--- src/rtl/water_level_matrix_scanner.sv ---
// ============================================================================
// Module   : water_level_matrix_scanner
// Brief    : Latches a water level once per frame and column-scans a
//            ROWS x COLS LED matrix showing a tank: wall columns fully lit,
//            inner columns lit bottom-up in proportion to the level.
//            Optional macro WATER_LEVEL_CRITICAL_BLINK_EN blinks the water
//            and walls while the latched level is critical (0).
// Revision : 1.0 - initial release
// ============================================================================
`default_nettype none

module water_level_matrix_scanner #(
  parameter int ROWS         = 7,
  parameter int COLS         = 5,
  parameter int LEVEL_W      = 2,
  parameter int SCAN_DIV     = 1000,
  parameter int BLINK_FRAMES = 50,
  parameter bit ACTIVE_LOW   = 1'b0
) (
  input  logic               clock,
  input  logic               reset,
  input  logic               enable,
  input  logic [LEVEL_W-1:0] level,
  output logic [COLS-1:0]    col_sel,
  output logic [ROWS-1:0]    row_data,
  output logic               frame_start
);

  localparam int c_levels = 2 ** LEVEL_W;
  localparam int c_div_w  = (SCAN_DIV > 1) ? $clog2(SCAN_DIV) : 1;
  localparam int c_col_w  = $clog2(COLS);
  localparam int c_fill_w = $clog2(ROWS + 1);
  localparam int c_prod_w = LEVEL_W + c_fill_w;

  localparam logic [c_div_w-1:0]  c_div_last = c_div_w'(SCAN_DIV - 1);
  localparam logic [c_col_w-1:0]  c_col_last = c_col_w'(COLS - 1);
  localparam logic [COLS-1:0]     c_col_one  = {{(COLS-1){1'b0}}, 1'b1};
  localparam logic [COLS-1:0]     c_col_pol  = {COLS{ACTIVE_LOW}};
  localparam logic [ROWS-1:0]     c_row_pol  = {ROWS{ACTIVE_LOW}};
  localparam logic [c_prod_w-1:0] c_rows_p   = c_prod_w'(ROWS);
  localparam logic [c_prod_w-1:0] c_lvmax_p  = c_prod_w'(c_levels - 1);

  logic [c_div_w-1:0]  r_div_cnt;
  logic [c_col_w-1:0]  r_col_idx;
  logic [LEVEL_W-1:0]  r_level_q;
  logic [COLS-1:0]     r_col_sel;
  logic [ROWS-1:0]     r_row_data;
  logic                r_frame_start;

  logic                w_boundary;
  logic                w_div_wrap;
  logic [LEVEL_W-1:0]  w_level_next;
  logic [c_prod_w-1:0] w_prod;
  logic [c_fill_w-1:0] w_fill;
  logic [ROWS-1:0]     w_water;
  logic                w_is_wall;
  logic [COLS-1:0]     w_col_onehot;
  logic [ROWS-1:0]     w_rows;
  logic                w_hidden;

  // Frame position decode and the level the output stage must draw this cycle
  always_comb begin
    w_boundary   = enable && (r_div_cnt == '0) && (r_col_idx == '0);
    w_div_wrap   = (r_div_cnt == c_div_last);
    w_level_next = w_boundary ? level : r_level_q;
  end

  // Water height: fill = floor(level*ROWS/(LEVELS-1)), lit from the bottom row up
  always_comb begin
    w_prod = c_prod_w'(w_level_next) * c_rows_p;
    w_fill = c_fill_w'(w_prod / c_lvmax_p);
    w_water = '0;
    for (int i = 0; i < ROWS; i++) begin
      w_water[i] = (i >= (ROWS - int'(w_fill)));
    end
  end

  // Image for the column currently indexed (pins lag col_idx by one clock)
  always_comb begin
    w_col_onehot = c_col_one << r_col_idx;
    w_is_wall    = (r_col_idx == '0) || (r_col_idx == c_col_last);
    if (w_hidden) begin
      w_rows = '0;
    end else if (w_is_wall) begin
      w_rows = '1;
    end else begin
      w_rows = w_water;
    end
  end

`ifdef WATER_LEVEL_CRITICAL_BLINK_EN
  localparam int c_blink_w = (BLINK_FRAMES > 1) ? $clog2(BLINK_FRAMES) : 1;
  localparam logic [c_blink_w-1:0] c_blink_last = c_blink_w'(BLINK_FRAMES - 1);

  logic [c_blink_w-1:0] r_blink_cnt;
  logic                 r_blink_phase;
  logic                 r_frame_hidden;

  // A frame's visibility is fixed at its boundary from the phase before the count update
  always_comb begin
    w_hidden = w_boundary ? ((level == '0) && r_blink_phase) : r_frame_hidden;
  end

  // Blink counter: counts critical frames, toggles phase every BLINK_FRAMES of them
  always_ff @(posedge clock) begin
    if (reset) begin
      r_blink_cnt    <= '0;
      r_blink_phase  <= 1'b0;
      r_frame_hidden <= 1'b0;
    end else if (w_boundary) begin
      r_frame_hidden <= (level == '0) && r_blink_phase;
      if (level == '0) begin
        if (r_blink_cnt == c_blink_last) begin
          r_blink_cnt   <= '0;
          r_blink_phase <= ~r_blink_phase;
        end else begin
          r_blink_cnt <= r_blink_cnt + 1'b1;
        end
      end else begin
        r_blink_cnt   <= '0;
        r_blink_phase <= 1'b0;
      end
    end
  end
`else
  assign w_hidden = 1'b0;
`endif

  // Scan divider, column index, per-frame level latch and registered pin drivers
  always_ff @(posedge clock) begin
    if (reset) begin
      r_div_cnt     <= '0;
      r_col_idx     <= '0;
      r_level_q     <= '0;
      r_col_sel     <= c_col_pol;
      r_row_data    <= c_row_pol;
      r_frame_start <= 1'b0;
    end else if (!enable) begin
      r_div_cnt     <= '0;
      r_col_idx     <= '0;
      r_col_sel     <= c_col_pol;
      r_row_data    <= c_row_pol;
      r_frame_start <= 1'b0;
    end else begin
      r_frame_start <= w_boundary;
      r_level_q     <= w_level_next;
      if (w_div_wrap) begin
        r_div_cnt <= '0;
        r_col_idx <= (r_col_idx == c_col_last) ? '0 : r_col_idx + 1'b1;
      end else begin
        r_div_cnt <= r_div_cnt + 1'b1;
      end
      r_col_sel  <= w_col_onehot ^ c_col_pol;
      r_row_data <= w_rows ^ c_row_pol;
    end
  end

  assign col_sel     = r_col_sel;
  assign row_data    = r_row_data;
  assign frame_start = r_frame_start;

endmodule

`default_nettype wire
--- config.mk ---
export PLATFORM = sky130hd
export DESIGN_NAME = water_level_matrix_scanner
export DESIGN_NICKNAME = d
export VERILOG_FILES = /design/src/rtl/water_level_matrix_scanner.sv
export SDC_FILE = /design/constraint.sdc
export NUM_CORES = 1
export LEC_CHECK = 0
export CAP_MARGIN = 10
export CORE_MARGIN = 5
export CORE_UTILIZATION = 35
export CTS_CLUSTER_DIAMETER = 200
export DETAILED_ROUTE_END_ITERATION = 8
export PLACE_DENSITY = 0.71
export SLEW_MARGIN = 20
export SYNTH_ARGS = -nofsm -noshare
export SYNTH_HDL_FRONTEND = slang
export SYNTH_SLANG_ARGS = --single-unit
--- constraint.sdc ---
create_clock -name clock -period 1.4 [get_ports clock]
set_input_delay 0.21 -clock clock [delete_from_list [all_inputs] [get_ports clock]]
set_output_delay 0.21 -clock clock [all_outputs]
set_load 0.1 [all_outputs]
==> results of run 1 <==
[layout make-up]
| class | count | area, µm² | area share [%] |
|---|---|---|---|
| Inverter | 6 | 22.5 | 1.38 |
| Clock inverter | 1 | 7.51 | 0.460 |
| Timing Repair Buffer | 32 | 413 | 25.3 |
| Clock buffer | 3 | 22.5 | 1.38 |
| Sequential cell | 25 | 518 | 31.7 |
| Tap cell | 33 | 41.3 | 2.53 |
| Multi-Input combinational cell | 76 | 607 | 37.2 |
[stage by stage]
step	setup TNS [ns]	cells	total power, W
global route	0	176	0.00137
global placement	0	172	0.000977
finish	0	176	0.00131
detailed placement	-0.133	172	0.000980
CTS	0	176	0.00132
floorplan	-0.00753	113	0.000894
[sequential cells by signal, indices dropped and copies added, names as in the netlist]
register,count
col_sel,5
r_col_idx,3
frame_start,1
row_data,4
r_level_q,2
r_div_cnt,10
[synthesized netlist by cell type]
cell,number
xor2_1,2
nor4b_1,1
nand4_2,1
o21ba_2,1
nor4bb_1,1
inv_1,6
nand2b_1,5
a31oi_1,1
and3_1,2
xnor2_1,1
buf_4,3
or3_1,4
nor2b_1,1
o41ai_1,1
dfxtp_1,25
nand3_2,1
nand4_1,1
mux2i_1,4
nand4bb_1,2
o211ai_1,1
nand2_1,7
ha_1,4
and2_1,1
nor2_1,10
nand3_1,4
a21oi_1,5
o21ai_0,4
nor4_1,5
clkbuf_1,3
or4_1,2
nor3b_1,1
nor3_1,1
o31ai_1,2
[power by group]
group          leakage, nW  internal, W  switching, W  total [W]
logic                0.388    0.0000927      0.000134   0.000226
registers            0.209     0.000727     0.0000173   0.000745
clock network       0.0139     0.000109      0.000225   0.000334
[routing by layer]
layer | part of all wire, % | track usage [%] | vias up
met2 | 49 | 19.8 | 19
met5 | 0 | 0 | -
met4 | 1.7 | 5.18 | 0
met1 | 45 | 12.6 | 420
li1 | - | - | 458
met3 | 4.7 | 3.81 | 5
[timing repair]
item,CTS,global route
gates resized for setup,5,21
pin swaps,0,2
endpoints found under the hold margin,0,0
endpoints found under the setup margin,10,11
[worst min-delay path: stages]
cell and delay [ns]:
clkdlybuf4s50_1 0.39, nand2b_1 0.07, mux2i_1 0.06
[cells by family (layout without fill, tap and decap cells)]
family	count (synthesis)	count (layout)	synth area share (%)
XOR/XNOR	3	3	2.48
multiplexers	4	4	3.78
AND/OR/NAND/NOR	50	50	27.7
AO/OA/AOI/OAI	15	15	8.74
flip-flops	25	25	47.2
adder cells (fa/ha/maj)	4	4	4.72
buffers and inverters	12	42	5.31
[worst min-delay path by stage]
stage	endpoint	slack [ns]	cells after the start
global placement	r_level_q[0]$_SDFFE_PP0P_	0.47	2
detailed placement	r_level_q[0]$_SDFFE_PP0P_	0.49	2
CTS	r_level_q[1]$_SDFFE_PP0P_	0.42	3
global route	r_level_q[1]$_SDFFE_PP0P_	0.42	3
floorplan	r_level_q[0]$_SDFFE_PP0P_	0.36	2
finish	r_level_q[1]$_SDFFE_PP0P_	0.43	3
==> reports/qor.csv, run 1 <==
metric,value,unit
drt-pass1-iter-count,3,
fin_area,1630,µm²
routabilityCongestion,0.767,
crit_path_required_time,1.63,ns
maxSlewHeadroom,72.3,%
clock_tree.root_cell,clkbuf_4,
syn-instance-count,113,
final_core_util,54.8,%
buffer_ports.inserted,17,
synth.top_cells.by_area,"dfxtp_1 47%, ha_1 4.7%, mux2i_1 3.8%",
reg2reg_to,r_div_cnt[1]$_SDFF_PP0_,
clockBufferDepth,2,
tritoncts,built,
synth_top_cell_area_share,47.2,%
grt_first_pass_wirelength,3800,µm
cellPowerDensity,800,nW/µm²
fp.coreArea,2980,µm²
vias,902,
number_of_design_rule_violations_left_after_detail_routing,0,
status,finished clean,
crit_path_cell_trace,ha_4 -> nand4bb_4 -> or3_4 -> and3_4,
hold_path_class,in -> reg,
path_clk_slew,0.15,ns
grt_antenna_before_repair,0,
floorplan.die.width,65.0,µm
max_stage_delay,0.38,ns
number_of_global_route_vias_before_repair,884,
synth_cell_types,33,
htreeDepth,1,
clock_buffers_created_by_tritoncts,3,
vdd_ir_drop_max,0.000632,V
initialDrtViolationCount,11,
clkSinkCount,25,
cpLargestDelayFamily,simple AND/OR/NAND/NOR gates,
layout.filler_cells,262,
antenna-diode-count,0,
timing_worst_slew_pin_value,0.415,ns
timing.max_cap.violations,0,
pre_cts_slack,-0.0394,ns
crit_path_start,r_div_cnt[1]$_SDFF_PP0_,
worst-path-max-fanout,4,
final.period_utilization,96.5,%
pin_count_of_the_biggest_net_entering_global_routing,16,
hold_path_startpoint,level[1],
worst_setup_path_start_kind,flip-flop,
holdBufCountCts,0,
setup_slack_on_the_worst_flop_to_flop_path,0.05,ns
drive_gt1_share,41.3,%
floorplan.initialDensity,35.6,%
synth_nets,122,
floorplan.rows,20,
design.die.area,4230,µm²
grt.total_usage,11.5,%
power_leakage,0.611,nW
fmax,740,MHz
hold_viol_final,0,
commonest_cells_after_routing_fill_and_taps_aside,"15 x buf_4, 13 x dfxtp_1, 13 x buf_12, 11 x dfxtp_2, 10 x nor2_1",
crit_path_top_delay_cell,dfxtp_2,
synth.largest_area_cell,dfxtp_1,
finalWirelength,2240,µm
floorplan.io_pins,18,
worst_setup_path_endpoint,r_div_cnt[1]$_SDFF_PP0_,
r2r_start,r_div_cnt[1]$_SDFF_PP0_,
timing.critical_path.to_type,flip-flop,
ff2ff_path_depth,4,
skew,0.0145,ns
routed_wire_length_per_instance,12.7,µm
grt_remaining_overflow,0,
die_height,65.0,µm
syn2layout_area_growth,54.0,%
post-cts-setup-buffers,0,
slew_viol_final,0,
grt_setup_unrepaired,false,
path_buf_inv,0,
syn-cell-area,1060,µm²
avgSynthCellArea,9.38,µm²
place_area,1510,µm²
final_common_cell,buf_4,
synth-seq-area-share,47.2,%
post-route-worst-setup-slack,0.0485,ns
drt.antenna.violating_nets,0,
dp_hpwl,1650,µm
ys_ff_latch,25,
criticalPathCategory,reg -> reg,
setup_viol,0,
period_needed,1.35,ns
clkLatencyLatePin,0.33,ns
fin_nets,153,
whs,0.430,ns
synthesis.yosys.warnings,0,
number_of_cells_on_the_critical_path,4,
critical_path_arrival,1.58,ns
vias_per_cell,5.13,
(Power assumes the default switching activity.)
==> inputs of run 2 (changes only) <==
--- a/config.mk
+++ b/config.mk
@@ -10,7 +10,6 @@
 export CORE_UTILIZATION = 35
 export CTS_CLUSTER_DIAMETER = 200
 export DETAILED_ROUTE_END_ITERATION = 8
-export PLACE_DENSITY = 0.71
 export SLEW_MARGIN = 20
 export SYNTH_ARGS = -nofsm -noshare
 export SYNTH_HDL_FRONTEND = slang
==> reports/qor.csv, run 2 (synthesized netlist as in run 1, its figures left out) <==
metric,value,unit,change
pin_count_of_the_biggest_net_entering_global_routing,15,,was 16
holdBufCountCts,0,,unchanged
finalWirelength,2300,µm,was 2240 µm
timing.critical_path.to_type,flip-flop,,unchanged
clock_power_share,24.8,%,was 25.6%
crit_path_required_time,1.62,ns,was 1.63 ns
floorplan.die.width,65.0,µm,unchanged
cellPowerDensity,793,nW/µm²,was 800 nW/µm²
setup_slack_on_the_worst_flop_to_flop_path,0.08,ns,was 0.05 ns
comb_power_share,17.6,%,was 17.3%
intPower,0.000927,W,was 0.000930 W
pwr-share-seq,57.5,%,was 57.0%
vias_per_cell,5.08,,was 5.13
largest_register_ff_count,10,,unchanged
initialDrtViolationCount,23,,was 11
syn2layout_area_growth,53.8,%,was 54.0%
grt_setup_unrepaired,false,,unchanged
grt.total_usage,10.7,%,was 11.5%
hold_path_class,in -> reg,,unchanged
status,finished clean,,unchanged
sw_frac_of_total,28.3,%,was 28.8%
drt.antenna.violating_nets,0,,unchanged
antenna-diode-count,0,,unchanged
path_clk_slew,0.14,ns,was 0.15 ns
grt_remaining_overflow,0,,unchanged
pnr_total_power,0.00129,W,was 0.00131 W
die_height,65.0,µm,unchanged
commonest_cells_after_routing_fill_and_taps_aside,"19 x buf_4, 17 x dfxtp_1, 13 x buf_12, 10 x nor2_1, 7 x nand2_1",,"was 15 x buf_4, 13 x dfxtp_1, 13 x buf_12, 11 x dfxtp_2, 10 x nor2_1"
final.period_utilization,93.9,%,was 96.5%
vdd_ir_drop_max,0.000328,V,was 0.000632 V
place_area,1540,µm²,was 1510 µm²
routed_wire_length_per_instance,12.8,µm,was 12.7 µm
power_leakage,0.635,nW,was 0.611 nW
fin_area,1630,µm²,about the same
worst_setup_path_start_kind,flip-flop,,unchanged
setup_viol,0,,unchanged
final_common_cell,buf_4,,unchanged
hold_viol_final,0,,unchanged
dp_hpwl,1740,µm,was 1650 µm
clockBufferDepth,2,,unchanged
grt_antenna_before_repair,0,,unchanged
fmax,760,MHz,was 740 MHz
post-cts-setup-buffers,0,,unchanged
clkSinkCount,25,,unchanged
design.die.area,4230,µm²,unchanged
floorplan.initialDensity,35.6,%,unchanged
floorplan.io_pins,18,,unchanged
drt-pass1-iter-count,4,,was 3
maxSlewHeadroom,69.8,%,was 72.3%
floorplan.rows,20,,unchanged
vias,915,,was 902
slew_viol_final,0,,unchanged
largest-register,r_div_cnt,,unchanged
timing.max_cap.violations,0,,unchanged
htreeDepth,1,,unchanged
number_of_design_rule_violations_left_after_detail_routing,0,,unchanged
worst-path-max-fanout,3,,was 4
tritoncts,built,,unchanged
period_needed,1.32,ns,was 1.35 ns
whs,0.447,ns,was 0.430 ns
pre_cts_slack,-0.0839,ns,was -0.0394 ns
routabilityCongestion,0.686,,was 0.767
clkLatencyLatePin,0.32,ns,was 0.33 ns
buffer_ports.inserted,17,,unchanged
critical_path_arrival,1.54,ns,was 1.58 ns
fp.coreArea,2980,µm²,unchanged
number_of_global_route_vias_before_repair,854,,was 884
drive_gt1_share,38.8,%,was 41.3%
grt_first_pass_wirelength,3570,µm,was 3800 µm
clock_tree.root_cell,clkbuf_4,,unchanged
clock_buffers_created_by_tritoncts,3,,unchanged
timing_worst_slew_pin_value,0.454,ns,was 0.415 ns
criticalPathCategory,reg -> reg,,unchanged
post-route-worst-setup-slack,0.0849,ns,was 0.0485 ns
fin_nets,157,,was 153
netSwitchingPower,0.000365,W,was 0.000376 W
skew,0.00895,ns,was 0.0145 ns
[run 2: path summary, 6_finish.rpt]
check,start,end,depth (start not counted)
setup / recovery,r_div_cnt[1]$_SDFF_PP0_,r_col_idx[2]$_SDFFE_PP0P_,5
setup reg to reg,r_div_cnt[1]$_SDFF_PP0_,r_col_idx[2]$_SDFFE_PP0P_,5
hold reg to reg,r_div_cnt[0]$_SDFF_PP0_,r_div_cnt[0]$_SDFF_PP0_,1
hold / removal,level[1],r_level_q[1]$_SDFFE_PP0P_,3
[run 2: layer usage]
metal,GRT usage (%),vias to the layer above,share of wire (%)
li1,-,467,-
met1,11.4,434,42
met2,20.3,12,54
met3,2.25,2,3.2
met4,3.89,0,0.30
met5,0,-,0
[run 2: layout make-up]
cell class | instances | area [µm²]
fill | 280 | 1350
clock buffer | 3 | 22.5
clock inverter | 1 | 5.00
timing repair buffer | 36 | 443
sequential | 25 | 515
multi-input combinational | 76 | 581
tap | 33 | 41.3
inverter | 6 | 22.5
[run 2: worst max-delay path, cell delays in order, from the launching register on]
cell and delay (ns):
dfxtp_4 0.39, ha_4 0.13, nand4bb_1 0.12, buf_4 0.17, o41ai_2 0.24, o21ba_2 0.18
[run 2: through the flow]
stage          instances  util [%]  setup TNS [ns]
3_5_place_dp         176      51.6          -0.248
5_1_grt              180      54.7               0
4_1_cts              180      53.3               0
2_1_floorplan        113         -        -0.00753
3_3_place_gp         176      51.6               0
6_report             180      54.7               0
[run 2: what timing repair did]
item / in CTS / in global routing
pin swaps: 1 / 0
setup endpoints to repair: 3 / 6
gates resized for setup: 6 / 12
[run 2: power groups by stage]
stage	registers [W]	clock network, W	logic [W]
2_1_floorplan	0.000818	0	0.0000758
3_3_place_gp	0.000761	0	0.000221
3_5_place_dp	0.000762	0	0.000223
4_1_cts	0.000747	0.000337	0.000227
5_1_grt	0.000746	0.000362	0.000238
6_report	0.000744	0.000321	0.000228
==> inputs of run 3 (changes only) <==
--- a/config.mk
+++ b/config.mk
@@ -5,6 +5,7 @@
 export SDC_FILE = /design/constraint.sdc
 export NUM_CORES = 1
 export LEC_CHECK = 0
+export ABC_AREA = 1
 export CAP_MARGIN = 10
 export CORE_MARGIN = 5
 export CORE_UTILIZATION = 35
==> reports/qor.csv, run 3 <==
metric,value,unit,change
largest_register_ff_count,10,,unchanged
drt-pass1-iter-count,5,,was 4
grt.total_usage,10.7,%,about the same
synth-seq-area-share,43.1,%,was 47.2%
floorplan.die.width,67.6,µm,was 65.0 µm
htreeDepth,1,,unchanged
ys_ff_latch,25,,unchanged
dp_hpwl,1910,µm,was 1740 µm
pin_count_of_the_biggest_net_entering_global_routing,15,,unchanged
fin_nets,194,,was 157
synth_async_sr_flop_share,0,%,unchanged
antenna-diode-count,0,,unchanged
crit_path_required_time,1.62,ns,about the same
die_height,67.6,µm,was 65.0 µm
maxSlewHeadroom,80.2,%,was 69.8%
timing.max_cap.violations,0,,unchanged
grt_first_pass_wirelength,3770,µm,was 3570 µm
layout.filler_cells,307,,was 280
hold_path_class,reg -> reg,,was in -> reg
finalWirelength,2340,µm,was 2300 µm
cpLargestDelayFamily,simple AND/OR/NAND/NOR gates,,was compound AO/OA/AOI/OAI gates
fmax,766,MHz,was 760 MHz
vias_per_cell,4.53,,was 5.08
worst_path_most_repeated_cell,nand2_1,,
avgSynthCellArea,7.73,µm²,was 9.38 µm²
synthesis.yosys.warnings,0,,unchanged
floorplan.initialDensity,35.3,%,was 35.6%
drt.antenna.violating_nets,0,,unchanged
timing_worst_slew_pin_value,0.294,ns,was 0.454 ns
vdd_ir_drop_max,0.000340,V,was 0.000328 V
placed_cells_incl_taps,225,,was 176
synth_enable_flop_cells,0,,unchanged
clock_tree.root_cell,clkbuf_4,,unchanged
period_needed,1.31,ns,was 1.32 ns
buffer_ports.inserted,17,,unchanged
r2r_start,r_div_cnt[6]$_SDFF_PP0_,,was r_div_cnt[1]$_SDFF_PP0_
cellPowerDensity,837,nW/µm²,was 793 nW/µm²
routed_wire_length_per_instance,10.2,µm,was 12.8 µm
ff2ff_path_depth,6,,was 5
path_clk_slew,0.13,ns,was 0.14 ns
routabilityCongestion,0.881,,was 0.686
floorplan.rows,21,,was 20
timing.critical_path.to_type,flip-flop,,unchanged
clock_buffers_created_by_tritoncts,3,,unchanged
synth.largest_area_cell,dfxtp_1,,unchanged
criticalPathCategory,reg -> reg,,unchanged
hold_viol_final,0,,unchanged
synth_most_common_cell,dfxtp_1,,unchanged
final.period_utilization,93.2,%,was 93.9%
path_buf_inv,1,,unchanged
number_of_global_route_vias_before_repair,971,,was 854
setup_viol,0,,unchanged
reg2reg_to,r_div_cnt[4]$_SDFF_PP0_,,was r_col_idx[2]$_SDFFE_PP0P_
clockBufferDepth,2,,unchanged
final_common_cell,nand2_1,,was buf_4
finalNonFillerCells,230,,was 180
crit_path_top_delay_cell,dfxtp_1,,was dfxtp_4
crit_path_cell_trace,nand2_1 -> nor3_2 -> nand3_2 -> nand2_1 -> buf_4 -> a21oi_1,,was ha_4 -> nand4bb_1 -> buf_4 -> o41ai_2 -> o21ba_2
synth_top_cell_area_share,43.1,%,was 47.2%
drive_gt1_share,36.4,%,was 38.8%
clkLatencyLatePin,0.31,ns,was 0.32 ns
grt_remaining_overflow,0,,unchanged
initialDrtViolationCount,29,,was 23
synth_nets,159,,was 122
worst-path-max-fanout,7,,was 3
worst_hold_path.num_cells,1,,was 3
synth.top_cells.by_area,"dfxtp_1 43%, nand2_1 7.8%, nor2_1 6.8%",,"was dfxtp_1 47%, ha_1 4.7%, mux2i_1 3.8%"
largest-register,r_div_cnt,,unchanged
fp.coreArea,3280,µm²,was 2980 µm²
floorplan.io_pins,18,,unchanged
slew_viol_final,0,,unchanged
design.die.area,4570,µm²,was 4230 µm²
grt_antenna_before_repair,0,,unchanged
pre_cts_slack,-0.130,ns,was -0.0839 ns
postSynth.topFlopCell,dfxtp_1,,unchanged
status,finished clean,,unchanged
post-route-worst-setup-slack,0.0950,ns,was 0.0849 ns
syn-cell-area,1160,µm²,was 1060 µm²
critical_path_arrival,1.53,ns,was 1.54 ns
timing.hold.worst_endpoint,col_sel[1]$_SDFF_PP0_,,was r_level_q[1]$_SDFFE_PP0P_
skew,0.00263,ns,was 0.00895 ns
synth_cell_types,25,,was 33
worst_setup_path_start_kind,flip-flop,,unchanged
number_of_design_rule_violations_left_after_detail_routing,0,,unchanged
tritoncts,built,,unchanged
max_stage_delay,0.46,ns,was 0.39 ns
syn2layout_area_growth,44.1,%,was 53.8%
syn-instance-count,150,,was 113
setup_slack_on_the_worst_flop_to_flop_path,0.09,ns,was 0.08 ns
power_leakage,0.701,nW,was 0.635 nW
synth_commonest_cells,"25 x dfxtp_1, 24 x nand2_1, 21 x nor2_1",,"was 25 x dfxtp_1, 10 x nor2_1, 7 x nand2_1"
hold_path_startpoint,r_col_idx[1]$_SDFFE_PP0P_,,was level[1]
clkSinkCount,25,,unchanged
commonest_cells_after_routing_fill_and_taps_aside,"22 x nand2_1, 20 x nor2_1, 19 x dfxtp_1, 17 x inv_1, 17 x buf_4",,"was 19 x buf_4, 17 x dfxtp_1, 13 x buf_12, 10 x nor2_1, 7 x nand2_1"
vias,1042,,was 915
-- run 3: changes by cell type after synthesis, sizes merged, moves of 5 or more --
cell    change
nand2      +21
nor3       +11
inv        +18
nor2       +15
nand2b      -5
-- run 3: final cells by class --
type                    instances  area, µm²  share of cell area [%]
multi-input cells              97        561                    33.5
flip-flops and latches         25        508                    30.4
repair buffers                 34        428                    25.6
inverters                      24       90.1                    5.39
well taps                      46       57.6                    3.44
clock buffers                   3       22.5                    1.35
clock inverters                 1       5.00                   0.299
-- run 3: cells by family (layout without fill, tap and decap cells) --
| kind of cell | after synthesis | count (layout) | share of synthesized area (%) |
|---|---|---|---|
| xor+xnor | 2 | 2 | 1.51 |
| fa+ha+maj | 4 | 4 | 4.32 |
| flops | 25 | 25 | 43.1 |
| buf+inv | 28 | 62 | 10.7 |
| simple gates | 81 | 81 | 35.3 |
| compound gates | 10 | 10 | 5.07 |
-- run 3: routing by layer --
layer  routed length (µm)  global-route usage, %  vias up
met4                   23                   6.08        0
met1                  992                   11.1      471
met3                  118                   2.33        4
met2                 1210                   19.7       26
li1                     -                      -      541
met5                    0                      0        -
-- run 3: how the worst max path moves through the flow --
stage,start,to,cells after the start
after floorplan,r_col_idx[0]$_SDFFE_PP0P_,r_level_q[1]$_SDFFE_PP0P_,8
after global placement,enable,r_level_q[1]$_SDFFE_PP0P_,9
after detailed placement,enable,r_level_q[1]$_SDFFE_PP0P_,9
after CTS,r_col_idx[1]$_SDFFE_PP0P_,r_level_q[1]$_SDFFE_PP0P_,8
after global routing,r_div_cnt[1]$_SDFF_PP0_,row_data[5]$_SDFF_PP0_,9
final,r_div_cnt[6]$_SDFF_PP0_,r_div_cnt[4]$_SDFF_PP0_,6
-- run 3: power breakdown --
part	switching, W	leakage [nW]	internal, W
clock network	0.000211	0.0177	0.000107
logic	0.000206	0.477	0.000125
registers	0.0000183	0.206	0.000732
total	0.000435	0.701	0.000964
-- run 3: timing repair --
action,in CTS,in global routing
resized for setup,0,13
hold buffers,0,0
buffers inserted,0,1
endpoints found under the setup margin,0,14
-- run 3: stage by stage --
stage / power (W) / hold slack (ns) / util (%) / setup TNS (ns) / cell area, µm²
finish: 0.00140 / 0.458 / 50.9 / 0 / 1670
global route: 0.00147 / 0.469 / 50.9 / -0.00134 / 1670
CTS: 0.00141 / 0.475 / 49.8 / 0 / 1630
detailed placement: 0.00109 / 0.456 / 48.9 / -0.507 / 1610
global placement: 0.00109 / 0.445 / 48.9 / -0.320 / 1610
floorplan: 0.000963 / 0.279 / - / 0 / 1160
